[src/rtl/window_buffer.sv]
// window_buffer: 3x3 pixel window with load, shift and refill addressing.
// Reads write one slot, shifts move rows/columns; all outputs are registered.
module window_buffer (
    input  logic       clk,
    input  logic       rst,
    input  logic       start_read,
    input  logic       start_shift,
    input  logic [1:0] shift_direc,
    input  logic [7:0] data_r,
    input  logic [3:0] count,
    output logic       read_done,
    output logic       shift_done,
    output logic [7:0] windowBufferOut [0:8],
    output logic [3:0] count_o
);

    localparam logic [1:0] DIR_NONE  = 2'b00;
    localparam logic [1:0] DIR_LEFT  = 2'b01;
    localparam logic [1:0] DIR_UP    = 2'b10;
    localparam logic [1:0] DIR_RIGHT = 2'b11;

    logic       refill_q;
    logic [1:0] dir_q;
    logic [3:0] slot;
    logic       wr_ok;
    logic [3:0] next_cnt;
    logic       refill_eff;
    logic [7:0] win_d [0:8];

    // Map the read index to a window slot (load map or refill line)
    always_comb begin
        slot       = 4'd0;
        wr_ok      = (count <= 4'd8);
        next_cnt   = wr_ok ? (count + 4'd1) : 4'd9;
        refill_eff = refill_q && (count != 4'd0);
        if (refill_eff && count >= 4'd6 && count <= 4'd8) begin
            case (dir_q)
                DIR_LEFT: begin
                    case (count)
                        4'd6:    slot = 4'd2;
                        4'd7:    slot = 4'd5;
                        default: slot = 4'd8;
                    endcase
                end
                DIR_UP: begin
                    case (count)
                        4'd6:    slot = 4'd6;
                        4'd7:    slot = 4'd7;
                        default: slot = 4'd8;
                    endcase
                end
                DIR_RIGHT: begin
                    case (count)
                        4'd6:    slot = 4'd0;
                        4'd7:    slot = 4'd3;
                        default: slot = 4'd6;
                    endcase
                end
                default: slot = 4'd0;
            endcase
        end else begin
            case (count)
                4'd0:    slot = 4'd6;
                4'd1:    slot = 4'd7;
                4'd2:    slot = 4'd8;
                4'd3:    slot = 4'd3;
                4'd4:    slot = 4'd4;
                4'd5:    slot = 4'd5;
                4'd6:    slot = 4'd0;
                4'd7:    slot = 4'd1;
                4'd8:    slot = 4'd2;
                default: slot = 4'd0;
            endcase
        end
    end

    // Next window contents: a shift wins over a read
    always_comb begin
        win_d = windowBufferOut;
        if (start_shift) begin
            case (shift_direc)
                DIR_LEFT: begin
                    for (int r = 0; r < 3; r++) begin
                        win_d[r*3]   = windowBufferOut[r*3+1];
                        win_d[r*3+1] = windowBufferOut[r*3+2];
                    end
                end
                DIR_UP: begin
                    for (int c = 0; c < 3; c++) begin
                        win_d[c]   = windowBufferOut[3+c];
                        win_d[3+c] = windowBufferOut[6+c];
                    end
                end
                DIR_RIGHT: begin
                    for (int r = 0; r < 3; r++) begin
                        win_d[r*3+2] = windowBufferOut[r*3+1];
                        win_d[r*3+1] = windowBufferOut[r*3];
                    end
                end
                default: ;
            endcase
        end else if (start_read && wr_ok) begin
            win_d[slot] = data_r;
        end
    end

    // Window storage
    always_ff @(posedge clk) begin
        if (rst) begin
            for (int i = 0; i < 9; i++) begin
                windowBufferOut[i] <= 8'd0;
            end
        end else begin
            windowBufferOut <= win_d;
        end
    end

    // Handshake pulses, read index and refill mode tracking
    always_ff @(posedge clk) begin
        if (rst) begin
            count_o    <= 4'd0;
            read_done  <= 1'b0;
            shift_done <= 1'b0;
            refill_q   <= 1'b0;
            dir_q      <= DIR_NONE;
        end else begin
            read_done  <= 1'b0;
            shift_done <= 1'b0;
            if (start_shift) begin
                shift_done <= 1'b1;
                if (shift_direc != DIR_NONE) begin
                    count_o  <= 4'd6;
                    dir_q    <= shift_direc;
                    refill_q <= 1'b1;
                end
            end else if (start_read) begin
                read_done <= 1'b1;
                count_o   <= next_cnt;
                if (count == 4'd0) begin
                    refill_q <= 1'b0;
                end
            end
        end
    end

endmodule

[config.mk]
export PLATFORM = sky130hd
export DESIGN_NAME = window_buffer
export DESIGN_NICKNAME = d
export VERILOG_FILES = /design/src/rtl/window_buffer.sv
export SDC_FILE = /design/constraint.sdc
export NUM_CORES = 1
export LEC_CHECK = 0
export ABC_AREA = 1
export BUFFER_PORTS_ARGS = -buffer_cell sky130_fd_sc_hd__buf_4
export CAP_MARGIN = 40
export CORE_ASPECT_RATIO = 1.75
export CORE_MARGIN = 5
export CORE_UTILIZATION = 58
export CTS_BUF_LIST = sky130_fd_sc_hd__clkbuf_8
export DETAILED_ROUTE_END_ITERATION = 8
export GPL_TIMING_DRIVEN = 0
export PLACE_DENSITY = 0.83
export SETUP_SLACK_MARGIN = 0.05
export SYNTH_ARGS = -nofsm -noshare
export SYNTH_HDL_FRONTEND = slang
export SYNTH_SLANG_ARGS = --single-unit
[constraint.sdc]
create_clock -name clk -period 2.35 [get_ports clk]
set_input_delay 0.3525 -clock clk [delete_from_list [all_inputs] [get_ports clk]]
set_output_delay 0.3525 -clock clk [all_outputs]
set_load 0.005 [all_outputs]
==> results.ini <==
[setup_path]
critPathKind = in2reg
reg2reg_depth = 15
crit_path_start_kind = primary input
r2r_slack_ps = 270
critPathRequiredTime_ps = 2660
path_max_fanout = 10
r2r_end = windowBufferOut[71]$_SDFFE_PP0P_
crit_arrival_ps = 2480
endpoint_kind = flip-flop
reg2reg_from = dir_q[0]$_SDFFE_PP0P_

[die]
die_y_um = 137
start_util_pct = 59.1
dieWidth_um = 82.5
rows = 46
ioPinCount = 96
die_area_sq_um = 11300
core_area_sq_um = 9040

[hold_path]
hold_path_end = count_o[2]$_SDFFE_PP0P_
hp-start = count[2]
hold_class = in2reg
hold_depth = 4

[clock_network]
clock_sinks = 81
clkTransAtPathRegs_ps = 90
cts_root_buffer = clkbuf_8
cts_tree = done
holdBufCountCts = 0
clk_latency_ps = 370
cts-htree-levels = 3
numCtsBuffers = 9
clockBufferDepth = 2

[timing]
hold_viol = 0
slew_headroom_pct = 51.6
rsz0062_at_grt = no
final-max-slew-violation-count = 0
setup_ws_ps = 181
timing.final.crit_share_pct = 92.3
fmax_mhz = 461
fin_worst_skew_ps = 9.53
fin_tns_setup_ps = 0
worst_slew_pin_slew_ps = 727
min_period_ps = 2170
finalSetupViolCount = 0

[placement]
port_buffers = 91
post-dp-hpwl_um = 15500
dpl-instance-area_sq_um = 6170
gp_congestion = 1.02
post-place-ws_ps = -292

[detailed_routing]
wl_um = 20100
routed_via_density = 5.66
drtIter0Drc = 646
wl_per_cell_um = 18.3
dr.pass1.iters = 8
drtAntennaViolNets = 0
vias = 6230
drc = 0

[synth]
yosys.area.top_type = dfxtp_1
synth-main-ff-cell = dfxtp_1
synthTopCellsByArea = dfxtp_1 (30%), nand2_1 (17%), nor2_1 (11%), inv_1 (6.7%), o21ai_0 (5.2%)
synth_top_area_share_pct = 30.4
yosys.cell_count.top_type = nand2_1
ys_types = 35
synth.avg_cell_area_sq_um = 6.13
synthCells = 871
synth-seq-cells = 81
yosysWarningCount = 0
syn_nets = 893
syn_area_sq_um = 5340
synth_common_cells = nand2_1 (242), nor2_1 (159), inv_1 (95)
synth-edff-count = 0
async_reset_ff_share_pct = 0
seq_area_frac_synth_pct = 30.4

[final_layout]
regArea_sq_um = 1620
multi_input_area_sq_um = 3110
fill_cells = 831
fin_nets = 998
final_area_sq_um = 6440
areaGrowthSynthToFinish_pct = 20.5
n_antenna_cell = 0
drive_gt1_share_pct = 18.3
finalCoreUtilization_pct = 71.2

[global_routing]
grt_use_total_pct = 35.8
antenna_found_initial = 0
grt_start_max_net_pins = 14
grt_first_pass_wirelength_um = 30100
overflow = 0
first_global_vias = 5828

[run_status]
status = complete, no violations

[pwr]
pwr_density_cell_nw_per_um2 = 599
ir_drop_uv = 411
leakagePower_nw = 3.40

[job]
max_cap_viol_count = 0

-- repair_timing --
item / 4_1_cts / 5_1_grt
setup buffers: 0 / 3
setup endpoints to repair: 0 / 50
hold endpoints to repair: 0 / 0
resized for setup: 0 / 6
-- through the flow --
step,power (mW),cells,hold slack [ps]
after floorplan,2.25,871,454
after global placement,2.65,1082,455
after detailed placement,2.67,1082,464
after CTS,3.80,1097,359
after global routing,4.00,1100,377
final,3.86,1100,358
-- layout make-up --
| class | count | area share, % |
|---|---|---|
| clock inverter | 5 | 1.22 |
| tap | 120 | 2.33 |
| inverter | 99 | 5.83 |
| buffer | 43 | 4.04 |
| multi-input combinational | 648 | 48.3 |
| clock buffer | 10 | 2.14 |
| timing repair buffer | 94 | 11.0 |
| sequential | 81 | 25.2 |
-- cell families after synthesis --
| group | after synthesis | share of synthesized area, % |
|---|---|---|
| simple gates | 496 | 40.7 |
| compound gates | 148 | 16.1 |
| buf+inv | 142 | 11.8 |
| flops | 81 | 30.4 |
| fa+ha+maj | 4 | 0.937 |
-- sequential cells by signal, indices dropped and copies added (netlist names) --
signal and cells:
dir_q 2, shift_done 1, read_done 1, refill_q 1
windowBufferOut 72, count_o 4
-- power by group --
part           internal (mW)  switching (mW)  total, mW  leakage (nW)
clock network          0.622           0.549       1.17         0.113
logic                  0.418           0.674       1.09          2.62
registers               1.49           0.108       1.59         0.666
total                   2.53            1.33       3.86          3.40
-- critical path: stages --
cell	delay, ps
buf_2	210
clkinv_1	300
nor2_1	490
clkbuf_1	600
a22oi_1	240
nand2_1	140
nor2_1	50
nor2_1	100
-- cell usage in the layout, fill, tap and decap left out, drive strengths merged, types with 4 or more instances in the layout --
| cell type | n |
|---|---|
| o21bai | 12 |
| dfxtp | 81 |
| inv | 98 |
| a21oi | 47 |
| nand2 | 268 |
| nor2 | 167 |
| nand3b | 10 |
| o22ai | 11 |
| ha | 4 |
| clkbuf | 31 |
| nand3 | 46 |
| o21ai | 59 |
| a22oi | 12 |
| buf | 116 |
-- routing by layer --
metal | part of all wire, % | track usage [%]
met5 | 0 | 0
met4 | 6.7 | 25.1
met3 | 9.3 | 7.31
met2 | 50 | 60.6
met1 | 34 | 38.6
-- worst max-delay path by stage --
stage | from | cells past startpoint | slack, ps | to
global placement | count[0] | 17 | -240 | windowBufferOut[38]$_SDFFE_PP0P_
finish | start_shift | 8 | 180 | windowBufferOut[52]$_SDFFE_PP0P_
floorplan | count[0] | 15 | 210 | windowBufferOut[21]$_SDFFE_PP0P_
global route | count[0] | 18 | 50 | windowBufferOut[71]$_SDFFE_PP0P_
CTS | count[0] | 16 | 100 | windowBufferOut[63]$_SDFFE_PP0P_
detailed placement | count[0] | 16 | -290 | windowBufferOut[63]$_SDFFE_PP0P_
Power figures use the tool's default switching activity.
